File: config.mk
export PLATFORM = sky130hd
export DESIGN_NAME = lane_clk_en_seq_flat
export DESIGN_NICKNAME = d
export VERILOG_FILES = /design/src/rtl/lane_clk_en_seq_if.sv /design/src/rtl/lane_clk_en_seq.sv /design/src/flat_wrapper.sv
export SDC_FILE = /design/constraint.sdc
export NUM_CORES = 1
export LEC_CHECK = 0
export CAP_MARGIN = 0
export CORE_MARGIN = 8
export CORE_UTILIZATION = 56
export CTS_BUF_LIST = sky130_fd_sc_hd__clkbuf_4
export CTS_CLUSTER_DIAMETER = 200
export DETAILED_ROUTE_END_ITERATION = 16
export GPL_TIMING_DRIVEN = 0
export PLACE_DENSITY = 0.73
export SKIP_LAST_GASP = 1
export SLEW_MARGIN = 10
export SYNTH_ARGS = -nofsm -noshare
export SYNTH_HDL_FRONTEND = slang
export SYNTH_SLANG_ARGS = --single-unit
File: constraint.sdc
create_clock -name local_clk -period 5.4 [get_ports local_clk]
set_clock_uncertainty 0.05 [all_clocks]
set_input_delay 1.08 -clock local_clk [delete_from_list [all_inputs] [get_ports local_clk]]
set_output_delay 1.08 -clock local_clk [all_outputs]
set_load 0.02 [all_outputs]
File: src/rtl/lane_clk_en_seq_if.sv
// Configuration port of lane_clk_en_seq: a single-cycle write of one channel's
// phase increment, optionally restarting that channel's reset sequence.
interface lane_clk_en_seq_if #(
    parameter int NUM_CH = 4,
    parameter int ACC_W  = 32
);
    localparam int CH_W = (NUM_CH > 1) ? $clog2(NUM_CH) : 1;

    logic              cfg_wr;
    logic [CH_W-1:0]   cfg_ch;
    logic [ACC_W-1:0]  cfg_inc;
    logic              cfg_reseq;

    modport master (output cfg_wr, output cfg_ch, output cfg_inc, output cfg_reseq);
    modport slave  (input  cfg_wr, input  cfg_ch, input  cfg_inc, input  cfg_reseq);
endinterface

File: src/rtl/lane_clk_en_seq.sv
// N-channel phase-accumulator clock-enable generator. Each channel holds its
// domain reset until it has seen RST_CYCLES ticks while running.
module lane_clk_en_seq #(
    parameter int              NUM_CH      = 4,
    parameter int              ACC_W       = 32,
    parameter int              RST_CYCLES  = 3,
    parameter logic [ACC_W-1:0] DEFAULT_INC = {1'b1, {(ACC_W-1){1'b0}}}
) (
    input  logic               local_clk,
    input  logic               rst,
    input  logic [NUM_CH-1:0]  ch_run,
    lane_clk_en_seq_if.slave   cfg,
    output logic [NUM_CH-1:0]  ch_tick,
    output logic [NUM_CH-1:0]  ch_rst,
    output logic               all_ready
);
    localparam int CH_W = (NUM_CH > 1) ? $clog2(NUM_CH) : 1;
    localparam logic [7:0] RST_TARGET = 8'(RST_CYCLES);

    typedef enum logic [1:0] {HOLD, COUNT, RELEASED} state_t;

    state_t            state     [NUM_CH];
    state_t            state_nxt [NUM_CH];
    logic [ACC_W-1:0]  acc       [NUM_CH];
    logic [ACC_W-1:0]  acc_nxt   [NUM_CH];
    logic [ACC_W-1:0]  inc       [NUM_CH];
    logic [ACC_W-1:0]  inc_nxt   [NUM_CH];
    logic [7:0]        count     [NUM_CH];
    logic [7:0]        count_nxt [NUM_CH];
    logic [7:0]        tally     [NUM_CH];
    logic [ACC_W:0]    sum       [NUM_CH];
    logic [NUM_CH-1:0] carry;
    logic [NUM_CH-1:0] hit;
    logic [NUM_CH-1:0] tick_nxt;
    logic              wr_valid;

    // The HOLD->COUNT edge already advances the accumulator, so a carry on
    // that edge counts toward release just like any later one.
    always_comb begin
        wr_valid = cfg.cfg_wr && (int'(cfg.cfg_ch) < NUM_CH);
        for (int i = 0; i < NUM_CH; i++) begin
            sum[i]       = {1'b0, acc[i]} + {1'b0, inc[i]};
            carry[i]     = ch_run[i] & sum[i][ACC_W];
            hit[i]       = wr_valid && (cfg.cfg_ch == CH_W'(i));
            tally[i]     = ((state[i] == HOLD) ? 8'd0 : count[i]) + {7'd0, carry[i]};
            acc_nxt[i]   = acc[i];
            inc_nxt[i]   = inc[i];
            count_nxt[i] = count[i];
            state_nxt[i] = state[i];
            tick_nxt[i]  = carry[i];

            if (ch_run[i])
                acc_nxt[i] = sum[i][ACC_W-1:0];

            case (state[i])
                HOLD, COUNT: begin
                    if (ch_run[i]) begin
                        count_nxt[i] = tally[i];
                        state_nxt[i] = (tally[i] == RST_TARGET) ? RELEASED : COUNT;
                    end else begin
                        count_nxt[i] = 8'd0;
                        state_nxt[i] = HOLD;
                    end
                end
                RELEASED: state_nxt[i] = RELEASED;
                default:  state_nxt[i] = HOLD;
            endcase

            // A re-sequence write overrides both the carry and any release.
            if (hit[i]) begin
                inc_nxt[i] = cfg.cfg_inc;
                if (cfg.cfg_reseq) begin
                    acc_nxt[i]   = '0;
                    count_nxt[i] = 8'd0;
                    state_nxt[i] = HOLD;
                    tick_nxt[i]  = 1'b0;
                end
            end
        end
    end

    always_ff @(posedge local_clk) begin
        if (rst) begin
            for (int i = 0; i < NUM_CH; i++) begin
                state[i] <= HOLD;
                acc[i]   <= '0;
                inc[i]   <= DEFAULT_INC;
                count[i] <= 8'd0;
            end
            ch_tick <= '0;
        end else begin
            for (int i = 0; i < NUM_CH; i++) begin
                state[i] <= state_nxt[i];
                acc[i]   <= acc_nxt[i];
                inc[i]   <= inc_nxt[i];
                count[i] <= count_nxt[i];
            end
            ch_tick <= tick_nxt;
        end
    end

    always_comb begin
        for (int i = 0; i < NUM_CH; i++)
            ch_rst[i] = (state[i] != RELEASED);
    end

    assign all_ready = &(~ch_rst);
endmodule

File: src/flat_wrapper.sv
// flat-port wrapper written by rule: the top's interface ports become plain ports
module lane_clk_en_seq_flat 
#(
    parameter int              NUM_CH      = 4,
    parameter int              ACC_W       = 32,
    parameter int              RST_CYCLES  = 3,
    parameter logic [ACC_W-1:0] DEFAULT_INC = {1'b1, {(ACC_W-1){1'b0}}}
)
  (local_clk, rst, ch_run, ch_tick, ch_rst, all_ready, cfg_cfg_wr, cfg_cfg_ch, cfg_cfg_inc, cfg_cfg_reseq);
  lane_clk_en_seq_if #(.NUM_CH(NUM_CH), .ACC_W(ACC_W)) cfg_i ();
  input  logic local_clk;
  input  logic rst;
  input  logic [NUM_CH-1:0] ch_run;
  output logic [NUM_CH-1:0] ch_tick;
  output logic [NUM_CH-1:0] ch_rst;
  output logic all_ready;
  input wire logic [$bits(cfg_i.cfg_wr)-1:0] cfg_cfg_wr;
  input wire logic [$bits(cfg_i.cfg_ch)-1:0] cfg_cfg_ch;
  input wire logic [$bits(cfg_i.cfg_inc)-1:0] cfg_cfg_inc;
  input wire logic [$bits(cfg_i.cfg_reseq)-1:0] cfg_cfg_reseq;
  assign cfg_i.cfg_wr = cfg_cfg_wr;
  assign cfg_i.cfg_ch = cfg_cfg_ch;
  assign cfg_i.cfg_inc = cfg_cfg_inc;
  assign cfg_i.cfg_reseq = cfg_cfg_reseq;
  lane_clk_en_seq #(.NUM_CH(NUM_CH), .ACC_W(ACC_W), .RST_CYCLES(RST_CYCLES), .DEFAULT_INC(DEFAULT_INC)) u_core (.local_clk(local_clk), .rst(rst), .ch_run(ch_run), .cfg(cfg_i), .ch_tick(ch_tick), .ch_rst(ch_rst), .all_ready(all_ready));
endmodule
=== Word-level counts from Yosys, hierarchy flattened ===
Memories as Yosys holds them, arrays and structs flattened.
Index checks and enable logic that the tools add are counted.

* Input port bits: 42
* Memory bits (writable): 296
* Output and inout port bits: 9
* Memories kept: 4
* Bits in registers: 4

{| class="wikitable"
|+ Memories
! memory !! words !! width !! read ports !! clocked after memory_dff !! wr ports !! line !! text
|-
| u_core.acc || 4 || 32 || 4 || 0 || 4 || lane_clk_en_seq.sv:24 || <nowiki>logic [ACC_W-1:0] acc [NUM_CH];</nowiki>
|-
| u_core.inc || 4 || 32 || 4 || 0 || 4 || lane_clk_en_seq.sv:26 || <nowiki>logic [ACC_W-1:0] inc [NUM_CH];</nowiki>
|-
| u_core.count || 4 || 8 || 4 || 0 || 4 || lane_clk_en_seq.sv:28 || <nowiki>logic [7:0] count [NUM_CH];</nowiki>
|-
| u_core.state || 4 || 2 || 4 || 0 || 4 || lane_clk_en_seq.sv:22 || <nowiki>state_t state [NUM_CH];</nowiki>
|}

* Equal/unequal tests: 19
* Multiplexer cells: 83
* Bitwise gates (word level): 21
* $add $sub $neg: 8
* Reduce and logical (&&, ||, !) cells: 14

{| class="wikitable"
|+ Operators by type and width
! operator !! number
|-
| 32-bit two-way mux || 24
|-
| 8-bit two-way mux || 24
|-
| 32-bit by 32-bit adder with 33-bit output || 4
|-
| 2-bit two-way mux || 20
|-
| 8-bit by 1-bit adder with 8-bit output || 4
|-
| 8-bit by 2-bit equality test with 1-bit output, second input constant || 4
|-
| 1-bit bitwise OR || 16
|-
| 2-bit case mux with 2 select lines || 4
|-
| 2-bit equality test, second input constant || 6
|-
| 1-bit two-way mux || 11
|-
| 2-bit by 1-bit equality test with 1-bit output, second input constant || 5
|-
| 2-bit zero test || 5
|-
| 2-bit != test, second input constant || 4
|-
| 2-bit OR reduction || 4
|-
| 1-bit bitwise AND || 4
|-
| 1-bit logical AND || 4
|-
| 4-bit inverter || 1
|-
| 4-bit AND reduction || 1
|}

=== Depth between registers and ports, before layout ===
* Word-level depth: 10
* Depth in mapped cells: 21
* Depth with buffers taken out: 21

=== Worst setup path before layout ===
OpenSTA, ideal clock, no wires.

* Path kind: register to register
* From: mem u_core.inc[3][15]
* To: mem u_core.state[0][7] in the netlist's numbering
* Path slack: 1.247 ns
* Stages on the path, launching flop included: 21
* Arrival time: 4.033 ns
* Clock period less this slack: 4.153 ns
* Cell sequence: dfxtp_1 > ha_1 > clkbuf_1 > a21o_1 > a21o_1 > a21oi_1 > o21ai_0 > or3_1 > o2111ai_1 > a21boi_0 > o21ai_0 > a21oi_1 > ha_1 > ha_1 > nand3_1 > nand3_1 > a211oi_1 > a311oi_1 > or4_1 > nand2b_1 > a21oi_1

{| class="wikitable"
|+ RTL lines
! what !! line
|-
| start, declared || lane_clk_en_seq.sv:26
|-
| end, declared || lane_clk_en_seq.sv:22
|}

==> results.py <==
metrics = {
    "timing": {
        "fin_crit_ns": 5.060,
        "max_freq_mhz": 197.6,
        "post-route-period-util": 0.9371,
        "rsz0062_at_grt": "false",
        "finalSetupTns_ns": 0,
        "worst_pin_slew_ns": 0.9155,
        "hold_viol": 0,
        "setup_viol": 0,
        "slew_viol_final": 0,
        "relSlewSlack": 0.3884,
    },
    "worst_setup_path": {
        "r2r_setup_slack_ns": 0.34,
        "critPathSlowestCell": "or4_1",
        "reg2reg_from": "u_core.inc[3][0]$_SDFFE_PP0P_",
        "r2r-end": "u_core.state[0][7]$_SDFF_PP0_",
        "crit_type": "reg2reg",
        "crit_end": "u_core.state[0][7]$_SDFF_PP0_",
        "cp_data_required_time_ns": 6.00,
        "reg2reg_depth": 21,
        "cp.arrival_ns": 5.66,
        "critPathLaunch": "u_core.inc[3][0]$_SDFFE_PP0P_",
        "critPathLaunchType": "flop",
        "crit_path_max_incr_delay_ns": 0.53,
        "worst-path-max-fanout": 8,
        "worstPathCellList": "ha_1, inv_1, fa_1, nor2b_1, o21ai_1, a21boi_0, o31ai_1, a21oi_1, o2111ai_1, a21boi_0, o21ai_0, a21oi_1, ha_1, ha_1, nand3_1, nand3_1, a211oi_1, a311oi_1, or4_1, nand2b_1, a21oi_1",
        "crit_path_end_kind": "flop",
    },
    "synth": {
        "avgSynthCellArea_um2": 7.932,
        "syn-num-nets": 2424,
        "yosys_warnings": 0,
        "ys_ff_latch": 300,
        "synth_top_family_by_area": "compound AO/OA/AOI/OAI gates",
        "synth_compound_area_frac": 0.2228,
        "ys_seq_area_frac": 0.3377,
        "synthAdderAreaFrac": 0.1002,
        "ys.flop_type": "dfxtp_1",
        "synth-edff-count": 0,
        "yosys.area.top_type_share": 0.3377,
        "async_flop_share": 0,
        "synth_cell_types": 78,
        "syn_area_um2": 17780,
        "synth_xor_xnor_area_share": 0.04875,
        "yosys.area_share.simple": 0.2120,
        "synthTopCellsByArea": "dfxtp_1 (34%), ha_1 (9.6%), nand2_1 (7.7%), a21oi_1 (7.7%), nor2_1 (4.6%)",
        "yosysTopAreaCell": "dfxtp_1",
        "synth.area.mux_share": 0.04763,
        "synth_cells": 2242,
    },
    "place": {
        "post_dp_cell_area_um2": 18740,
        "finalWeightedCongestion": 0.9209,
        "dp.cells": 2689,
        "portBuffers": 45,
        "hpwlAfterDp_mm": 35.63,
    },
    "final_layout": {
        "fin_nets": 2554,
        "syn_to_final_growth_pct": 11.02,
        "final_cells": 2834,
        "layout-drive-gt1-share": 0.06255,
        "final_common_cell": "nand2_1",
        "final_cell_mix": "nand2_1 (366), dfxtp_1 (300), a21oi_1 (273)",
        "fin_area_um2": 19740,
    },
    "detailed_routing": {
        "drc": 0,
        "dr.pass1.iters": 7,
        "drtIter0Drc": 1145,
        "routedWlPerCell_um": 17.39,
        "ant_nets": 0,
        "routed_wl_mm": 49.27,
        "viasPerCell": 5.897,
        "via_count": 16710,
    },
    "clock_network": {
        "root_buffer": "clkbuf_4",
        "clk_pin_slew_ns": 0.07,
        "htreeDepth": 3,
        "insertion_delay_ns": 0.73,
        "numCtsBuffers": 83,
        "cts_buffer_depth": 3,
        "tritoncts": "yes",
        "ctsHoldBuffers": 0,
        "cts_resized": 0,
        "cts_sinks": 300,
        "cts_setup_buffers": 0,
    },
    "grt": {
        "antenna_found_initial": 1,
        "grt_max_degree": 12,
        "overflow": 0,
        "grt_use_total": 0.2572,
        "grt_pass1_vias": 16070,
        "grt_pass1_wl_mm": 80.52,
    },
    "run_status": {
        "status": "finished clean",
    },
    "power_and_ir_drop": {
        "p_sw_mw": 1.369,
        "seq_power_share": 0.478,
        "power.leakage_nw": 8.614,
        "ir_worst_vdd_uv": 140.4,
        "power_mw": 4.872,
        "pwr-share-comb": 0.110,
        "netSwitchingFraction": 0.2810,
        "powerDensity_nw_per_um2": 246.8,
        "pwr-share-clk": 0.412,
        "power.internal_mw": 3.503,
    },
    "floorplan": {
        "die_area_um2": 37720,
        "ios": 51,
        "core_area_um2": 31390,
        "die_x_um": 194.2,
        "rows": 65,
        "fp.dieH_um": 194.2,
        "initial_utilization": 0.5665,
    },
    "worst_hold_path": {
        "hp-class": "reg2reg",
        "worstHoldStart": "u_core.inc[0][0]$_SDFFE_PP0P_",
    },
    "flow_run": {
        "maxCapViolCount": 0,
    },
}
[through the flow]
step	utilization	hold slack, ns	worst slack [ns]
floorplan	-	0.3791	1.247
global placement	0.5969	0.3898	0.5007
detailed placement	0.5969	0.4009	0.4593
CTS	0.6288	0.4094	0.4100
global route	0.6289	0.4315	0.01037
finish	0.6289	0.4093	0.3399
[registers in the layout, summed over array words and instances (netlist names)]
name            cells
u_core.state        8
u_core.inc        128
u_core.ch_tick      4
u_core.count       32
u_core.acc        128
[power groups by stage]
stage,Sequential (mW),Combinational [mW],Clock (mW)
floorplan,2.36,0.359,0
finish,2.33,0.537,2.01
CTS,2.33,0.533,2.06
detailed placement,2.37,0.530,0
global route,2.33,0.592,2.19
global placement,2.37,0.516,0
[critical path, delay by kind of cell, from the launching register on]
family	cells	cell delay, ns
adder cells (fa/ha/maj)	4	0.97
flip-flops	1	0.34
buffers and inverters	1	0.08
AO/OA/AOI/OAI	11	2.53
AND/OR/NAND/NOR	5	0.99
[area by class of cell]
cell class                      instances  area, µm²
Tap cell                              402      503.0
Antenna cell                            2      5.005
Clock buffer                          115      863.3
Clock inverter                         28      137.6
Buffer                                107      414.1
Sequential cell                       300       6006
Inverter                               36      135.1
Timing Repair Buffer                   45      450.4
Fill cell                            2924      11650
Multi-Input combinational cell       1799      11230
[per-layer routing]
layer	track usage	wire length (µm)	vias to the layer above
li1	-	-	8324
met1	0.3250	21610	7777
met2	0.4097	22170	466
met3	0.04321	2876	146
met4	0.1499	2616	0
met5	0	0	-
[cells in the mapped netlist (all sizes together) (6+ instances only)]
cell	n
inv	36
ha	136
and3	22
or3	13
nor4	9
nor2	219
and2	17
dfxtp	300
nand3b	19
a21o	76
nand2	366
a21oi	274
o21a	21
nor3	25
a211oi	30
clkbuf	96
buf	11
nand3	60
o31ai	10
nand4	23
or4	7
o21bai	14
a22oi	19
o211ai	9
mux2i	79
or2	8
xor2	43
a31oi	13
o22ai	9
nor2b	19
nand2b	21
xnor2	56
o21ai	85
a32oi	8
o2111ai	6
[kinds of logic after synthesis]
logic type,Yosys count
simple gates,843
compound gates,633
flops,300
buf+inv,143
fa+ha+maj,140
xor+xnor,99
mux,84
[how the worst min path moves through the flow]
stage | slack (ns) | cells after the start | endpoint
floorplan | 0.38 | 2 | u_core.acc[3][26]$_SDFF_PP0_
global placement | 0.39 | 2 | u_core.acc[3][26]$_SDFF_PP0_
detailed placement | 0.40 | 2 | u_core.inc[0][0]$_SDFFE_PP0P_
CTS | 0.41 | 2 | u_core.inc[0][0]$_SDFFE_PP0P_
global route | 0.43 | 2 | u_core.inc[0][27]$_SDFFE_PP0P_
finish | 0.41 | 2 | u_core.inc[0][0]$_SDFFE_PP0P_
(Power assumes the default switching activity.)
